### config.mk
export PLATFORM = sky130hd
export DESIGN_NAME = mac_sequencer
export DESIGN_NICKNAME = d
export VERILOG_FILES = /design/src/rtl/mac_sequencer.sv
export SDC_FILE = /design/constraint.sdc
export NUM_CORES = 1
export LEC_CHECK = 0
export BUFFER_PORTS_ARGS = -buffer_cell sky130_fd_sc_hd__clkbuf_2
export CAP_MARGIN = 40
export CORE_ASPECT_RATIO = 0.9
export CORE_MARGIN = 2
export CORE_UTILIZATION = 35
export CTS_CLUSTER_DIAMETER = 60
export CTS_CLUSTER_SIZE = 10
export DETAILED_ROUTE_END_ITERATION = 6
export GPL_TIMING_DRIVEN = 0
export MAX_ROUTING_LAYER = met4
export PLACE_DENSITY = 0.62
export SLEW_MARGIN = 10
export SYNTH_ARGS = -nofsm -noshare
export SYNTH_HDL_FRONTEND = slang
export SYNTH_SLANG_ARGS = --single-unit
export TNS_END_PERCENT = 50
### constraint.sdc
create_clock -name clk -period 3.3 [get_ports clk]
set_clock_uncertainty 0.05 [all_clocks]
set_input_delay 0.165 -clock clk [delete_from_list [all_inputs] [get_ports clk]]
set_output_delay 0.165 -clock clk [all_outputs]
set_load 0.02 [all_outputs]
### src/rtl/mac_sequencer.sv
// Feed sequencer for an external 8-bit MAC: it keeps a sample window, coefficients and a bias,
// runs one dot product per accepted sample and returns the MAC result on a valid/ready stream.
module mac_sequencer #(
    parameter int TAPS = 4,
    parameter int AW   = $clog2(TAPS)
) (
    input  logic          clk,
    input  logic          reset,
    input  logic [7:0]    s_TDATA,
    input  logic          s_TVALID,
    output logic          s_TREADY,
    input  logic          k_wr_en,
    input  logic [AW-1:0] k_wr_addr,
    input  logic [7:0]    k_wr_data,
    input  logic          bias_wr_en,
    input  logic [7:0]    bias_wr_data,
    output logic          cfg_ready,
    output logic [7:0]    i_TDATA,
    output logic [7:0]    k_TDATA,
    output logic [7:0]    b_TDATA,
    output logic          r_enable,
    output logic          a_enable,
    output logic          b_enable,
    input  logic [7:0]    mac_TDATA,
    output logic [7:0]    m_TDATA,
    output logic          m_TVALID,
    input  logic          m_TREADY
);
    typedef enum logic [2:0] {IDLE, MUL, DRAIN, WAIT, OUT} state_t;

    state_t        state, state_next;
    logic [7:0]    win  [TAPS];
    logic [7:0]    coef [TAPS];
    logic [7:0]    bias;
    logic [AW-1:0] idx;
    logic [7:0]    m_data_q;
    logic          m_valid_q;
    logic          last_tap;

    // Held low while reset is asserted so nothing is accepted before IDLE is established.
    assign cfg_ready = (state == IDLE) && !reset;
    assign s_TREADY  = cfg_ready;
    assign last_tap  = (idx == AW'(TAPS - 1));
    assign b_TDATA   = bias;
    assign m_TDATA   = m_data_q;
    assign m_TVALID  = m_valid_q;

    // NOTE: sequential state uses non-blocking assignments so every register samples pre-edge values.
    always_ff @(posedge clk) begin
        if (reset) state <= IDLE;
        else       state <= state_next;
    end

    // NOTE: every output of this block gets a default first, so no path can infer a latch.
    always_comb begin
        state_next = state;
        i_TDATA    = '0;
        k_TDATA    = '0;
        r_enable   = 1'b0;
        a_enable   = 1'b0;
        b_enable   = 1'b0;
        case (state)
            IDLE:  if (s_TVALID) state_next = MUL;
            MUL: begin
                i_TDATA  = win[idx];
                k_TDATA  = coef[idx];
                r_enable = 1'b1;
                // Product register lags by one cycle: tap 0's product is summed with the bias at tap 1.
                a_enable = (idx != '0);
                b_enable = (idx == AW'(1));
                if (last_tap) state_next = DRAIN;
            end
            DRAIN: begin
                a_enable   = 1'b1;
                state_next = WAIT;
            end
            WAIT:  state_next = OUT;
            OUT:   if (m_TREADY) state_next = IDLE;
            default: state_next = IDLE;
        endcase
    end

    // NOTE: the window and coefficient arrays are explicitly cleared on reset; results depend on it.
    always_ff @(posedge clk) begin
        if (reset) begin
            for (int i = 0; i < TAPS; i++) begin
                win[i]  <= '0;
                coef[i] <= '0;
            end
            bias      <= '0;
            idx       <= '0;
            m_data_q  <= '0;
            m_valid_q <= 1'b0;
        end else begin
            if (cfg_ready) begin
                // Address decode by match leaves indices >= TAPS with no target.
                if (k_wr_en) begin
                    for (int i = 0; i < TAPS; i++) begin
                        if (k_wr_addr == AW'(i)) coef[i] <= k_wr_data;
                    end
                end
                if (bias_wr_en) bias <= bias_wr_data;
            end
            case (state)
                IDLE: begin
                    if (s_TVALID) begin
                        win[0] <= s_TDATA;
                        for (int i = 1; i < TAPS; i++) win[i] <= win[i-1];
                        idx <= '0;
                    end
                end
                MUL:  if (!last_tap) idx <= idx + AW'(1);
                WAIT: begin
                    m_data_q  <= mac_TDATA;
                    m_valid_q <= 1'b1;
                end
                OUT:  if (m_TREADY) m_valid_q <= 1'b0;
                default: ;
            endcase
        end
    end
endmodule
==> flow_summary.json <==
{
  "die_w_um": 116,
  "fin_setup_tns_ps": 0,
  "cts.sinks": 88,
  "dp_worst_setup_slack_ps": 1050,
  "core_sq_um": 10900,
  "dp_hpwl_mm": 5.54,
  "ctsResizeCount": 0,
  "min_path_type": "input pin to flop",
  "synth_top_area_share_pct": 48.5,
  "cap_violations": 0,
  "initial_core_util_pct": 36.2,
  "root_buffer": "clkbuf_16",
  "grt_setup_unrepaired": "false",
  "cp-start-kind": "flop",
  "path_clk_slew_ps": 60,
  "synth-edff-count": 64,
  "crit_path_end_kind": "output pin",
  "synth_seq_cells": 88,
  "cp_max_fo": 10,
  "synth_fp_nets": 330,
  "die_h_um": 105,
  "synth_top_cell_by_area": "edfxtp_1",
  "worstMarginPinSlew_ps": 913,
  "antenna_found_initial": 0,
  "p_leak_nw": 2.14,
  "required_ps": 3080,
  "setup_viol": 0,
  "dieArea_sq_um": 12200,
  "wl_met1_mm": 3.71,
  "synth.cell_area_sq_um": 3970,
  "period_needed_ps": 2540,
  "met3_length_um": 350,
  "ys_types": 34,
  "cts-buffers-inserted": 9,
  "synthFlopType": "edfxtp_1",
  "cts_max_level": 3,
  "synthToLayoutAreaGrowth_pct": 25.3,
  "drive_gt1_share_pct": 33.4,
  "seq_area_frac_synth_pct": 60.6,
  "grt_pass1_vias": 2512,
  "avgSynthCellArea_sq_um": 13.8,
  "powerDensity_nw_per_um2": 522,
  "dr.pass1.iters": 4,
  "viasPerCell": 4.62,
  "finalNetCount": 427,
  "crit_type": "flop to output pin",
  "grt_usage_pct": 14.4,
  "routedWlPerCell_um": 15.1,
  "clock.fmax_mhz": 393,
  "max-vdd-ir-drop_mv": 0.290,
  "synthTopCellsByArea": "edfxtp_1, dfxtp_1, and2_1, mux4_2, mux2i_1",
  "num_antenna_cells": 0,
  "routed.top_layer": "met4",
  "num_vias": 2501,
  "clk_latency_ps": 340,
  "wl_met2_mm": 4.03,
  "wirelength_mm": 8.15,
  "grt_remaining_overflow": 0,
  "cp.arrival_ps": 2330,
  "synth_cells": 287,
  "synth_commonest_cells": "and2_1, edfxtp_1, dfxtp_1, and3_1, mux4_2",
  "cts_tree": "yes",
  "drv_slew": 0,
  "async_flop_share_pct": 0,
  "clockBufferDepth": 2,
  "ios": 78,
  "hold_viol_final": 0,
  "drt_iter0_drc": 248,
  "drcViolationCount": 0,
  "gp_congestion": 0.722,
  "slew_headroom_pct": 38.7,
  "post-route-period-util_pct": 77.0,
  "grt_max_degree": 16,
  "setup_ws_ps": 758,
  "numPortBuffers": 77,
  "status": "completed",
  "rows": 36,
  "grt_pass1_wl_mm": 12.8,
  "yosysWarnings": 0,
  "antenna_left": 0
}
final cells by class:
cell class | instances | area (sq um)
Fill cell | 1019 | 5980
Tap cell | 152 | 190
Clock inverter | 6 | 83.8
Clock buffer | 10 | 229
Timing Repair Buffer | 86 | 485
Buffer | 18 | 85.1
Inverter | 6 | 22.5
Sequential cell | 88 | 2400
Multi-Input combinational cell | 175 | 1470
critical path, stage by stage, from the launching register on:
cell      delay, ps
dfxtp_1         300
clkbuf_1        340
clkbuf_1        580
mux4_2          400
and3_1          210
clkbuf_2        160
cell families after synthesis:
kind of cell    count (synthesis)  share of synthesized area (%)
mux                            36                           14.4
compound gates                 10                           1.67
simple gates                  126                           19.7
fa+ha+maj                       3                          0.947
buf+inv                        24                           2.71
flops                          88                           60.6
stage by stage:
step                power [mW]  cells  hold slack, ps  util (%)  cell area [sq um]
floorplan                 1.45    287             259         -               3970
global placement          1.53    516             340      41.5               4550
detailed placement        1.54    518             348      41.9               4580
CTS                       2.63    541          0.0983      45.4               4970
global route              2.69    541            18.8      45.4               4970
finish                    2.59    541            7.24      45.4               4970
timing repair:
action                    CTS  global route
setup buffers               0             0
hold endpoints to repair    7             0
hold buffers                7             0
cells in the final DEF (no fill, tap or decap), types with 2 or more instances in the layout:
cell type      synthesis  routed
dlygate4sd3_1          0       7
nand3_1                3       3
edfxtp_1              64      64
clkbuf_16              0       9
dfxtp_1               24      24
clkinv_1               0       2
mux2_2                 8       8
mux4_2                16      16
nor2b_1                9       9
ha_1                   3       3
or2_2                  3       3
clkbuf_2               0      77
buf_2                  2       2
nand2b_1               4       4
mux2i_1               12      12
nor2_1                12      12
nand2_1                4       4
inv_1                  5       5
a21oi_1                2       2
nand3b_1               3       3
buf_4                  2       2
and2_1                64      64
and3_1                17      17
buf_8                  0       2
clkbuf_1              13      14
a211oi_1               2       2
bufinv_16              0       2
routing by layer:
metal,vias up,GRT usage [%]
met5,-,-
met4,0,5.36
met3,6,3.25
met2,62,22.6
met1,1200,18.3
li1,1233,-
state kept, by name, indices dropped and copies added (netlist names), named ones only:
register  flops
idx           2
m_TVALID      1
m_TDATA       8
b_TDATA       8
win          32
coef         32
state         3
where the power goes:
| group | leakage, nW | internal (mW) | switching [mW] |
|---|---|---|---|
| Sequential | 0.877 | 1.25 | 0.0241 |
| Clock | 0.148 | 0.659 | 0.408 |
| Combinational | 1.11 | 0.115 | 0.135 |
| Total | 2.14 | 2.03 | 0.567 |
path summary, 6_finish.rpt:
path                           start                       end  slack [ps]  depth (start not counted)
max                             flop                k_TDATA[1]         760                          5
min                  bias_wr_data[7]   b_TDATA[7]$_SDFFE_PP0P_           7                          2
max reg2reg    state[2]$_SDFFE_PP0P_  coef[2][0]$_SDFFCE_PN0P_        1050                          4
min reg2reg  m_TDATA[5]$_SDFFE_PP0P_   m_TDATA[5]$_SDFFE_PP0P_         440                          2
(Power assumes the default switching activity.)
